**src/rtl/lector_contadores.sv**
```systemverilog
// lector_contadores: sequential readout of NUM_CNT pop counters over a req/idx/valid link,
// producing a stable snapshot, their sum, and a per-read timeout error.
module lector_contadores #(
  parameter int DATA_W  = 5,
  parameter int NUM_CNT = 5,
  parameter int TIMEOUT = 4
) (
  input  logic                      clk,
  input  logic                      reset_L,
  input  logic                      start,
  input  logic                      idle,
  input  logic                      valid,
  input  logic [DATA_W-1:0]         data_in,
  output logic                      req,
  output logic [2:0]                idx,
  output logic                      busy,
  output logic                      done,
  output logic                      error,
  output logic [2:0]                err_idx,
  output logic [NUM_CNT*DATA_W-1:0] snapshot,
  output logic [DATA_W+2:0]         total
);
  localparam int TW = $clog2(TIMEOUT + 1);
  typedef enum logic [1:0] {IDLE, ISSUE, WAIT, DONE} state_t;
  state_t                    state_q, state_d;
  logic [2:0]                idx_q, idx_d, err_idx_q, err_idx_d;
  logic [TW-1:0]             timer_q, timer_d;
  logic [NUM_CNT*DATA_W-1:0] snap_q, snap_d;
  logic [DATA_W+2:0]         total_q, total_d;
  logic                      error_q, error_d, busy_q, busy_d;
  always_ff @(posedge clk or negedge reset_L) begin
    if (!reset_L) begin
      state_q   <= IDLE;
      idx_q     <= '0;
      err_idx_q <= '0;
      timer_q   <= '0;
      snap_q    <= '0;
      total_q   <= '0;
      error_q   <= 1'b0;
      busy_q    <= 1'b0;
    end else begin
      state_q   <= state_d;
      idx_q     <= idx_d;
      err_idx_q <= err_idx_d;
      timer_q   <= timer_d;
      snap_q    <= snap_d;
      total_q   <= total_d;
      error_q   <= error_d;
      busy_q    <= busy_d;
    end
  end
  // Every request is followed by at least one WAIT cycle, so a reply always pairs with idx_q.
  always_comb begin
    state_d   = state_q;
    idx_d     = idx_q;
    err_idx_d = err_idx_q;
    timer_d   = timer_q;
    snap_d    = snap_q;
    total_d   = total_q;
    error_d   = error_q;
    busy_d    = busy_q;
    case (state_q)
      IDLE: if (start && idle) begin
        idx_d     = '0;
        total_d   = '0;
        error_d   = 1'b0;
        err_idx_d = '0;
        busy_d    = 1'b1;
        state_d   = ISSUE;
      end
      ISSUE: begin
        timer_d = '0;
        state_d = WAIT;
      end
      WAIT: if (valid) begin
        snap_d[idx_q*DATA_W +: DATA_W] = data_in;
        total_d = total_q + (DATA_W+3)'(data_in);
        if (idx_q == 3'(NUM_CNT - 1)) begin
          busy_d  = 1'b0;
          state_d = DONE;
        end else begin
          idx_d   = idx_q + 3'd1;
          state_d = ISSUE;
        end
      end else if (timer_q == TW'(TIMEOUT - 1)) begin
        error_d   = 1'b1;
        err_idx_d = idx_q;
        busy_d    = 1'b0;
        state_d   = IDLE;
      end else begin
        timer_d = timer_q + TW'(1);
      end
      default: state_d = IDLE;
    endcase
  end
  assign req      = state_q == ISSUE;
  assign done     = state_q == DONE;
  assign idx      = idx_q;
  assign busy     = busy_q;
  assign error    = error_q;
  assign err_idx  = err_idx_q;
  assign snapshot = snap_q;
  assign total    = total_q;
endmodule

```
**config.mk**
```make
export PLATFORM = sky130hd
export DESIGN_NAME = lector_contadores
export DESIGN_NICKNAME = d
export VERILOG_FILES = /design/src/rtl/lector_contadores.sv
export SDC_FILE = /design/constraint.sdc
export NUM_CORES = 1
export LEC_CHECK = 0
export ABC_AREA = 0
export BUFFER_PORTS_ARGS = -buffer_cell sky130_fd_sc_hd__clkbuf_2
export CAP_MARGIN = 20
export CORE_MARGIN = 2
export CORE_UTILIZATION = 52
export DETAILED_ROUTE_END_ITERATION = 6
export GPL_ROUTABILITY_DRIVEN = 0
export GPL_TIMING_DRIVEN = 0
export PLACE_DENSITY = 0.85
export SLEW_MARGIN = 20
export SYNTH_ARGS = -nofsm -noshare
export SYNTH_HDL_FRONTEND = slang
export SYNTH_SLANG_ARGS = --single-unit
```
**constraint.sdc**
```tcl
create_clock -name clk -period 5.7 [get_ports clk]
set_clock_uncertainty 0.05 [all_clocks]
set_input_delay 1.14 -clock clk [delete_from_list [all_inputs] [get_ports clk]]
set_output_delay 1.14 -clock clk [all_outputs]
set_load 0.05 [all_outputs]
```
==> results of run 1 <==
[worst register-to-register path, cell delays in order (launching register included)]
cell and delay [ns]:
dfrtp_1 0.45, buf_2 0.27, inv_1 0.10, ha_1 0.22
ha_1 0.28, and4bb_4 0.36, o21ai_2 0.08, nor3b_4 0.36
mux2_2 0.39
[power breakdown]
group | switching (mW) | internal (mW) | total, mW | leakage, nW
Sequential | 0.0684 | 0.417 | 0.485 | 0.619
Clock | 0.110 | 0.131 | 0.241 | 0.0514
Combinational | 0.515 | 0.203 | 0.718 | 0.718
[layer usage]
layer  up-vias  global-route usage (%)
met4         0                    8.33
met1       825                    25.3
met5         -                       0
li1        837                       -
met3         7                    5.05
met2        30                    35.8
[final cells by class]
class | instances | area, um^2
clock inverter | 2 | 37.5
inverter | 8 | 30.0
clock buffer | 6 | 72.6
fill | 345 | 1390
sequential | 46 | 1150
buffer | 7 | 33.8
multi-input combinational | 145 | 1050
tap | 50 | 62.6
timing repair buffer | 51 | 258
[cell families (layout without fill, tap and decap cells)]
logic type	after synthesis	in the layout	share of synthesized area (%)
xor+xnor	3	3	1.16
buf+inv	15	74	2.82
mux	22	22	10.6
fa+ha+maj	13	13	7.52
flops	46	46	50.9
simple gates	67	67	15.4
compound gates	40	40	11.6
[flip-flops by register name, indices dropped and copies added, names as in the netlist]
| name | flops |
|---|---|
| busy | 1 |
| err_idx | 3 |
| error | 1 |
| idx | 3 |
| snapshot | 25 |
| state_q | 2 |
| timer_q | 3 |
| total | 8 |
[per-stage QoR]
step / worst slack (ns) / cells
6_report: 2.98 / 315
5_1_grt: 2.86 / 315
4_1_cts: 2.99 / 315
3_5_place_dp: 2.88 / 307
3_3_place_gp: 2.91 / 307
2_1_floorplan: 2.95 / 206
[path summary, 6_finish.rpt]
| check | end | slack, ns |
|---|---|---|
| max in group asynchronous | snapshot[8]$_DFFE_PN0P_ | 4.36 |
| worst max register to register | snapshot[12]$_DFFE_PN0P_ | 3.04 |
| min in group asynchronous | total[6]$_DFFE_PN0P_ | 0.82 |
| worst min register to register | snapshot[8]$_DFFE_PN0P_ | 0.43 |
| worst max-delay path | req | 2.98 |
| worst min-delay path | snapshot[8]$_DFFE_PN0P_ | 0.43 |
[placed cells by master (no fill, tap or decap), types with 4 or more instances in the layout]
cell / netlist / routed
nor2b_1: 4 / 4
nand3_1: 7 / 7
o31ai_1: 4 / 4
clkbuf_2: 1 / 51
a22o_1: 4 / 4
mux2i_1: 6 / 6
nand2_1: 33 / 33
a21o_1: 4 / 4
nor2_1: 7 / 7
clkbuf_8: 0 / 5
dfrtp_1: 46 / 46
o21ai_0: 16 / 16
clkbuf_1: 3 / 4
inv_1: 8 / 8
mux2_2: 16 / 16
ha_1: 12 / 12
==> metrics, run 1 <==
Iteration-0 DRC Markers 61; number of flops mapped to enable cells by yosys 0; Yosys top cell area share 50.9%; top cells by count, synth 46 x dfrtp_1, 33 x nand2_1, 16 x mux2_2, 16 x o21ai_0, 12 x ha_1; PortBufs 51; share of layout cells above drive strength 1 32.5%; most frequent cell after synthesis dfrtp_1; minimum clock period around 2.7 ns; maxcap violations 0; Chip Height 70.0 um; metal3 WL ~160 um; drt pass-1 iters 4; CP required 4.51 ns; RSZ-0062 raised after global routing false; Tightest Pin Transition 0.624 ns; Final Setup Violations 0; Overflow after GRT 0; Layout Utilization 65.9%; Vias 1699; CTS Hold Bufs 0; post-synthesis sequential area ratio around 51%; Synth warnings 0; Total Wirelength roughly 4.7 mm; crit path DAT 1.53 ns; clock root cell clkbuf_8; Die Area a little under 5000 um^2; initial antenna violation count 0; drt drc 0; vias in the first global route between 1500 and 2000; Die Wd 70.0 um; Design Power 1.44 mW; Hold Path Origin snapshot[8]$_DFFE_PN0P_; max incr delay on CP 0.38 ns; ranking of synthesized cells by area dfrtp_1 51%, mux2_2 8.0%, ha_1 6.6%, nand2_1 5.5%, o21ai_0 3.5%; R2R depth 8; Post-CTS Setup Inserts 0; synth unique cells 39; routed len/inst 14.8 um; synthesized net count 229; Placed Area roughly 2600 um^2; clk slew on worst S/H paths approximately 0.080 ns; syn avg cell area 11.0 um^2; crit-path cells clkbuf_1 > nor2b_1 > clkbuf_2; Max IR drop VDD around 290 uV; fin crit share a little under half; cell count after synthesis 206; metal2 WL 2.41 mm; Worst setup startpoint state_q[0]$_DFFE_PN0P_; Buf/Inv on CP 2; leak pwr approximately 1.4 nW; crit path kind reg -> out; worst hold path type reg -> reg; cell taking the most area after synthesis dfrtp_1; Worst path depth 3; pwr/cell area 536 nW/um^2; synthesized area 2260 um^2; Final HPWL DP between 3 and 4 mm; CTS sink count 46; Final #Nets 287; GRT Total Usage a little over a fifth; drt via density 5.39; fin area approximately 2700 um^2; Setup TNS Final 0 ns; hold depth 2; Post-DRT Antenna Nets 0; Worst path slowest cell dfrtp_1; Max Fanout on Critical Path 10; Critical Path Sink Type primary output; first-pass GRT wire length 7.98 mm; # IOs 53; H-tree Lvls 2; floorplan row count 23; clock latency on the worst-skew pair 0.30 ns; Num CTS Buffers 5; Startpoint Class register; Starting Density a little under three fifths; post-CTS resize count 0; max-slew violation count 0; Synth async-reset ratio 100%; Core Box Area 4090 um^2; Area growth syn-to-layout 19.0%; CTS tree done; Max Freq about 370 MHz; register bit total from synthesis 46; Final Hold Fails 0; Largest delay share family, worst path buffers and inverters; M1 wire length between 1.5 and 2 mm; top sig layer met4; reg-to-reg startpoint idx[0]$_DFFE_PN0P_; relative slew slack between 50% and 60%; ys flop type dfrtp_1; largest net degree at the start of global routing 47; status complete, no violations; antenna cell count 0; worst-case clock buffer depth 2; Min Hold Slack 0.430 ns
No activity file was read; power rests on OpenSTA's default activity.
==> inputs of run 2 (changes only) <==
--- a/config.mk
+++ b/config.mk
@@ -9,11 +9,11 @@
 export BUFFER_PORTS_ARGS = -buffer_cell sky130_fd_sc_hd__clkbuf_2
 export CAP_MARGIN = 20
 export CORE_MARGIN = 2
-export CORE_UTILIZATION = 52
+export CORE_UTILIZATION = 48
 export DETAILED_ROUTE_END_ITERATION = 6
 export GPL_ROUTABILITY_DRIVEN = 0
 export GPL_TIMING_DRIVEN = 0
-export PLACE_DENSITY = 0.85
+export PLACE_DENSITY = 0.82
 export SLEW_MARGIN = 20
 export SYNTH_ARGS = -nofsm -noshare
 export SYNTH_HDL_FRONTEND = slang
==> constraint.sdc (replaced) <==
create_clock -name clk -period 2.3 [get_ports clk]
set_clock_uncertainty 0.05 [all_clocks]
set_input_delay 0.46 -clock clk [delete_from_list [all_inputs] [get_ports clk]]
set_output_delay 0.46 -clock clk [all_outputs]
set_load 0.05 [all_outputs]
==> run 2 against run 1 <==
Effect of this change:
- clock-buffer cell count down 1
- via count is 1.5% higher
- flip-flop and latch count unchanged
- die area increased by 7.9%
==> metrics, run 2 (synthesized netlist as in run 1, its figures left out) <==
Setup TNS Final 0 ns (unchanged); clock latency on the worst-skew pair 0.30 ns (about the same); CP required 2.45 ns (was 4.51 ns); Max IR drop VDD 604 uV (was 288 uV); routed len/inst 14.3 um (was 14.8 um); Overflow after GRT 0 (unchanged); first-pass GRT wire length 7.67 mm (was 7.98 mm); clk slew on worst S/H paths 0.09 ns (was 0.08 ns); CTS Hold Bufs 0 (unchanged); most used cell along the critical path ha_4; Total Wirelength 4.58 mm (was 4.66 mm); drt via density 5.37 (was 5.39); Critical Path Sink Type register (was primary output); Chip Height 72.7 um (was 70.0 um); Core Box Area 4440 um^2 (was 4090 um^2); drt drc 0 (unchanged); Post-DRT Antenna Nets 0 (unchanged); Largest delay share family, worst path simple AND/OR/NAND/NOR gates (was buffers and inverters); CTS sink count 46 (unchanged); Max Fanout on Critical Path 10 (unchanged); status complete, no violations (unchanged); final setup margin 0.0988 ns (was 2.98 ns); # IOs 53 (unchanged); Final #Nets 291 (was 287); minimum clock period 2.20 ns; Starting Density 50.9% (was 55.4%); Iteration-0 DRC Markers 71 (was 61); crit-path cells buf_6 > inv_4 > ha_4 > ha_4 > and4bb_4 > o21ai_4 > nor3b_4 > buf_12 > mux2_4 (was clkbuf_1 > nor2b_1 > clkbuf_2); Max Freq 454 MHz; Layout Utilization 62.8% (was 65.9%); drt pass-1 iters 4 (unchanged); max-slew violation count 0 (unchanged); PortBufs 51 (unchanged); fin crit share 95.7%; post-CTS resize count 0 (unchanged); Tightest Pin Transition 0.520 ns (was 0.624 ns); share of layout cells above drive strength 1 35.7% (was 32.5%); crit path DAT 2.35 ns (was 1.53 ns); Final Hold Fails 0 (unchanged); Placed Area 2670 um^2 (was 2580 um^2); Final HPWL DP 3.42 mm (was 3.40 mm); fin area 2790 um^2 (was 2690 um^2); crit path kind reg -> reg (was reg -> out); relative slew slack 65.3% (was 58.4%); Vias 1724 (was 1699); Area growth syn-to-layout 23.3% (was 19.0%); Worst path slowest cell dfrtp_2 (was dfrtp_1); pwr/cell area 1280 nW/um^2 (was 536 nW/um^2); RSZ-0062 raised after global routing false (unchanged); area of the multi-input gates 1100 um^2 (was 1050 um^2); Buf/Inv on CP 3 (was 2); maxcap violations 0 (unchanged); Non-Filler Instances 321 (was 315); flip-flop and latch area 1150 um^2 (about the same); clock root cell clkbuf_8 (unchanged); Die Wd 72.7 um (was 70.0 um); leak pwr 1.41 nW (was 1.39 nW); most frequent cells in the layout 52 x clkbuf_2, 44 x dfrtp_1, 33 x nand2_1, 16 x o21ai_0, 11 x mux2_2 (was 51 x clkbuf_2, 46 x dfrtp_1, 33 x nand2_1, 16 x mux2_2, 16 x o21ai_0); antenna cell count 0 (unchanged); Startpoint Class register (unchanged); largest net degree at the start of global routing 28 (was 47); initial antenna violation count 0 (unchanged); vias in the first global route 1630 (was 1638); max reg flops 25 (unchanged); max incr delay on CP 0.37 ns (was 0.38 ns); worst-case clock buffer depth 2 (unchanged); leading cell type in the layout, fill and taps excluded clkbuf_2 (unchanged); Num CTS Buffers 5 (unchanged); pre-CTS WS -0.0324 ns (was 2.88 ns); Cells after DPL 310 (was 307); Final Setup Violations 0 (unchanged); # fillers 350 (was 345); H-tree Lvls 2 (unchanged); CTS tree done (unchanged); GRT Total Usage 18.8% (was 20.9%); floorplan row count 24 (was 23); worst hold path type in -> async (was reg -> reg); Die Area 5280 um^2 (was 4890 um^2)
-- run 2: cell types whose count changed in the layout (fill, tap and decap cells not counted), sizes merged --
cell,change
buf,+4
clkinv,+2
bufinv,-1
clkbuf,-1
-- run 2: final cells by class --
| class | instances | share of cell area, % |
|---|---|---|
| clock inverter | 3 | 0.762 |
| timing repair buffer | 55 | 11.1 |
| buffer | 7 | 1.43 |
| inverter | 8 | 1.17 |
| sequential | 46 | 41.3 |
| tap | 52 | 2.33 |
| multi-input combinational | 145 | 39.4 |
| clock buffer | 5 | 2.47 |
-- run 2: worst reg2reg max path: stages (launching register included) --
cell	delay, ns
dfrtp_2	0.37
buf_6	0.16
inv_4	0.05
ha_4	0.16
ha_4	0.23
and4bb_4	0.33
o21ai_4	0.08
nor3b_4	0.23
buf_12	0.15
mux2_4	0.29
-- run 2: path summary, 6_finish.rpt --
kind | start | to | slack [ns] | cells after the start
setup / recovery | idx[0]$_DFFE_PN0P_ | snapshot[12]$_DFFE_PN0P_ | 0.1 | 9
hold / removal | reset_L | total[1]$_DFFE_PN0P_ | 0.07 | 1
setup reg to reg | idx[0]$_DFFE_PN0P_ | snapshot[12]$_DFFE_PN0P_ | 0.1 | 9
hold reg to reg | snapshot[8]$_DFFE_PN0P_ | snapshot[8]$_DFFE_PN0P_ | 0.43 | 2
max in group asynchronous | reset_L | snapshot[2]$_DFFE_PN0P_ | 1.62 | 2
min in group clk | data_in[0] | snapshot[15]$_DFFE_PN0P_ | 0.43 | 3
-- run 2: repair_timing --
item / in CTS / in global routing
pin swaps: 1 / 0
setup endpoints to repair: 5 / 10
setup buffers: 1 / 2
-- run 2: metal layers --
layer	GRT usage [%]	up-vias	wire, um
li1	-	840	-
met1	24.7	829	2060
met2	29.8	42	2200
met3	4.28	13	191
met4	8.64	0	127
met5	0	-	0
-- run 2: through the flow --
stage / hold WS (ns) / power [mW]
floorplan: 0.114 / 2.65
global placement: 0.410 / 3.02
detailed placement: 0.414 / 3.07
CTS: 0.0772 / 3.56
global route: 0.0931 / 3.77
finish: 0.0652 / 3.56
-- run 2: power breakdown --
group	internal [mW]	leakage (nW)	total [mW]	switching, mW
Clock	0.214	0.0441	0.495	0.282
Sequential	1.04	0.616	1.20	0.161
Combinational	0.567	0.753	1.87	1.30
==> inputs of run 3 (changes only) <==
--- a/config.mk
+++ b/config.mk
@@ -9,11 +9,11 @@
 export BUFFER_PORTS_ARGS = -buffer_cell sky130_fd_sc_hd__clkbuf_2
 export CAP_MARGIN = 20
 export CORE_MARGIN = 2
-export CORE_UTILIZATION = 48
+export CORE_UTILIZATION = 52
 export DETAILED_ROUTE_END_ITERATION = 6
 export GPL_ROUTABILITY_DRIVEN = 0
 export GPL_TIMING_DRIVEN = 0
-export PLACE_DENSITY = 0.82
+export PLACE_DENSITY = 0.85
 export SLEW_MARGIN = 20
 export SYNTH_ARGS = -nofsm -noshare
 export SYNTH_HDL_FRONTEND = slang
==> constraint.sdc (replaced) <==
create_clock -name clk -period 2.05 [get_ports clk]
set_clock_uncertainty 0.05 [all_clocks]
set_input_delay 0.41 -clock clk [delete_from_list [all_inputs] [get_ports clk]]
set_output_delay 0.41 -clock clk [all_outputs]
set_load 0.05 [all_outputs]
==> run 3 against run 2 <==
Effect of this change:
- the flow now finishes with violations (negative hold slack, negative setup slack)
- critical path depth is 1 lower
- worst hold slack got worse by 0.073 ns
- sequential power grew 13%
- combinational power is 16% higher
- total power increased by 17%
- non-clock buffer count is 9 higher
- flip-flop and latch count stayed put
- final area increased by 2.5%
- largest cell class unchanged
- clock power up 34%
==> metrics, run 3 (synthesized netlist as in run 1, its figures left out) <==
drt drc 0 (unchanged); Final #Nets 300 (was 291); Comb pwr share 51.9% (was 52.5%); Max Freq 488 MHz (was 454 MHz); H-tree Lvls 2 (unchanged); CTS Hold Bufs 0 (unchanged); drt pass-1 iters 4 (unchanged); Chip Height 70.0 um (was 72.7 um); Iteration-0 DRC Markers 119 (was 71); RSZ-0062 raised after global routing true (was false); crit path DAT 2.20 ns (was 2.35 ns); share of layout cells above drive strength 1 37.8% (was 35.7%); final setup margin -0.000744 ns (was 0.0988 ns); pwr/cell area 1460 nW/um^2 (was 1280 nW/um^2); initial antenna violation count 0 (unchanged); Sw Share 47.1% (was 49.0%); P_sw 1.97 mW (was 1.74 mW); routed len/inst 14.7 um (was 14.3 um); leading cell type in the layout, fill and taps excluded clkbuf_2 (unchanged); clock latency on the worst-skew pair 0.30 ns (about the same); Layout Utilization 70.0% (was 62.8%); Vias 1779 (was 1724); fin crit share 100% (was 95.7%); Int Power 2.21 mW (was 1.82 mW); Critical Path Sink Type register (unchanged); Num CTS Buffers 5 (unchanged); Tightest Pin Transition 0.456 ns (was 0.520 ns); CTS sink count 46 (unchanged); Post-DRT Antenna Nets 0 (unchanged); max-slew violation count 0 (unchanged); max reg flops 25 (unchanged); Final Hold Fails 3 (was 0); Overflow after GRT 0 (unchanged); Die Wd 70.0 um (was 72.7 um); maxcap violations 0 (unchanged); crit path kind reg -> reg (unchanged); Max Fanout on Critical Path 4 (was 10); leak pwr 1.46 nW (was 1.41 nW); CTS tree done (unchanged); clock root cell clkbuf_8 (unchanged); antenna cell count 0 (unchanged); pre-CTS WS -0.266 ns (was -0.0324 ns); minimum clock period 2.05 ns (was 2.20 ns); clk slew on worst S/H paths 0.09 ns (about the same); Reg power frac 32.3% (was 33.6%); Total Wirelength 4.82 mm (was 4.58 mm); Startpoint Class register (unchanged); most frequent cells in the layout 53 x clkbuf_2, 44 x dfrtp_1, 33 x nand2_1, 16 x o21ai_0, 13 x buf_4 (was 52 x clkbuf_2, 44 x dfrtp_1, 33 x nand2_1, 16 x o21ai_0, 11 x mux2_2); PortBufs 51 (unchanged); Setup TNS Final -0.000744 ns (was 0 ns); floorplan row count 23 (was 24); Final HPWL DP 3.45 mm (was 3.42 mm); worst hold path type in -> async (unchanged); Die Area 4890 um^2 (was 5280 um^2); Core Box Area 4090 um^2 (was 4440 um^2); Area growth syn-to-layout 26.4% (was 23.3%); Max IR drop VDD 896 uV (was 604 uV); drt via density 5.42 (was 5.37); relative slew slack 69.6% (was 65.3%); status finished with violations (was complete, no violations); failing checks negative hold slack, negative setup slack; Cells after DPL 308 (was 310); vias in the first global route 1654 (was 1630); Final Setup Violations 1 (was 0); largest net degree at the start of global routing 31 (was 28); GRT Total Usage 20.5% (was 18.8%); first-pass GRT wire length 8.00 mm (was 7.67 mm); Clk pwr share 15.9% (was 13.9%); # IOs 53 (unchanged); Starting Density 55.4% (was 50.9%); Min Hold Slack -0.00806 ns (was 0.0652 ns); worst-case clock buffer depth 2 (unchanged); CP required 2.20 ns (was 2.45 ns); Non-Filler Instances 328 (was 321)
==> run 3: final timing paths <==
kind | from | cells past startpoint | slack (ns) | end
min in group clk | data_in[0] | 3 | 0.37 | snapshot[15]$_DFFE_PN0P_
hold reg to reg | total[7]$_DFFE_PN0P_ | 1 | 0.43 | total[7]$_DFFE_PN0P_
setup reg to reg | idx[1]$_DFFE_PN0P_ | 8 | -0.0007 | snapshot[12]$_DFFE_PN0P_
max in group asynchronous | reset_L | 2 | 1.43 | idx[1]$_DFFE_PN0P_
setup / recovery | idx[1]$_DFFE_PN0P_ | 8 | -0.0007 | snapshot[12]$_DFFE_PN0P_
hold / removal | reset_L | 1 | -0.008 | snapshot[14]$_DFFE_PN0P_
==> run 3: cell type report <==
| class | count | area [um^2] |
|---|---|---|
| Buffer | 6 | 30.0 |
| Clock inverter | 1 | 30.0 |
| Fill cell | 291 | 1230 |
| Clock buffer | 7 | 76.3 |
| Inverter | 8 | 32.5 |
| Timing Repair Buffer | 65 | 377 |
| Tap cell | 50 | 62.6 |
| Multi-Input combinational cell | 145 | 1100 |
| Sequential cell | 46 | 1150 |
==> run 3: power by group through the flow <==
stage	Combinational [mW]	Clock (mW)	Sequential, mW
after global routing	2.31	0.709	1.38
after floorplan	0.849	0	2.12
after CTS	2.15	0.667	1.34
final	2.17	0.664	1.35
after global placement	2.02	0	1.36
after detailed placement	2.08	0	1.38
==> run 3: worst max-delay path, cell delays in order (launching register included) <==
cell      delay, ns
dfrtp_2        0.42
inv_2          0.08
ha_4           0.14
ha_4           0.19
and4bb_4       0.33
o21ai_4        0.07
nor3b_4        0.21
buf_6          0.15
mux2_4         0.30
==> run 3: stage by stage <==
step	area (um^2)	total power, mW
2_1_floorplan	2330	2.97
5_1_grt	2860	4.40
3_3_place_gp	2640	3.39
4_1_cts	2840	4.16
3_5_place_dp	2660	3.46
6_report	2860	4.18
==> run 3: what timing repair did <==
action,4_1_cts,5_1_grt
endpoints found under the hold margin,0,0
setup buffers,8,5
gates resized for setup,2,1
endpoints found under the setup margin,15,22
pin swaps,4,2
==> run 3: routing by layer <==
layer	GRT usage, %	vias up	routed length (um)
met5	0	-	0
met4	6.41	0	65
met3	3.61	7	166
met2	34.4	36	2440
met1	27.2	878	2140
li1	-	858	-
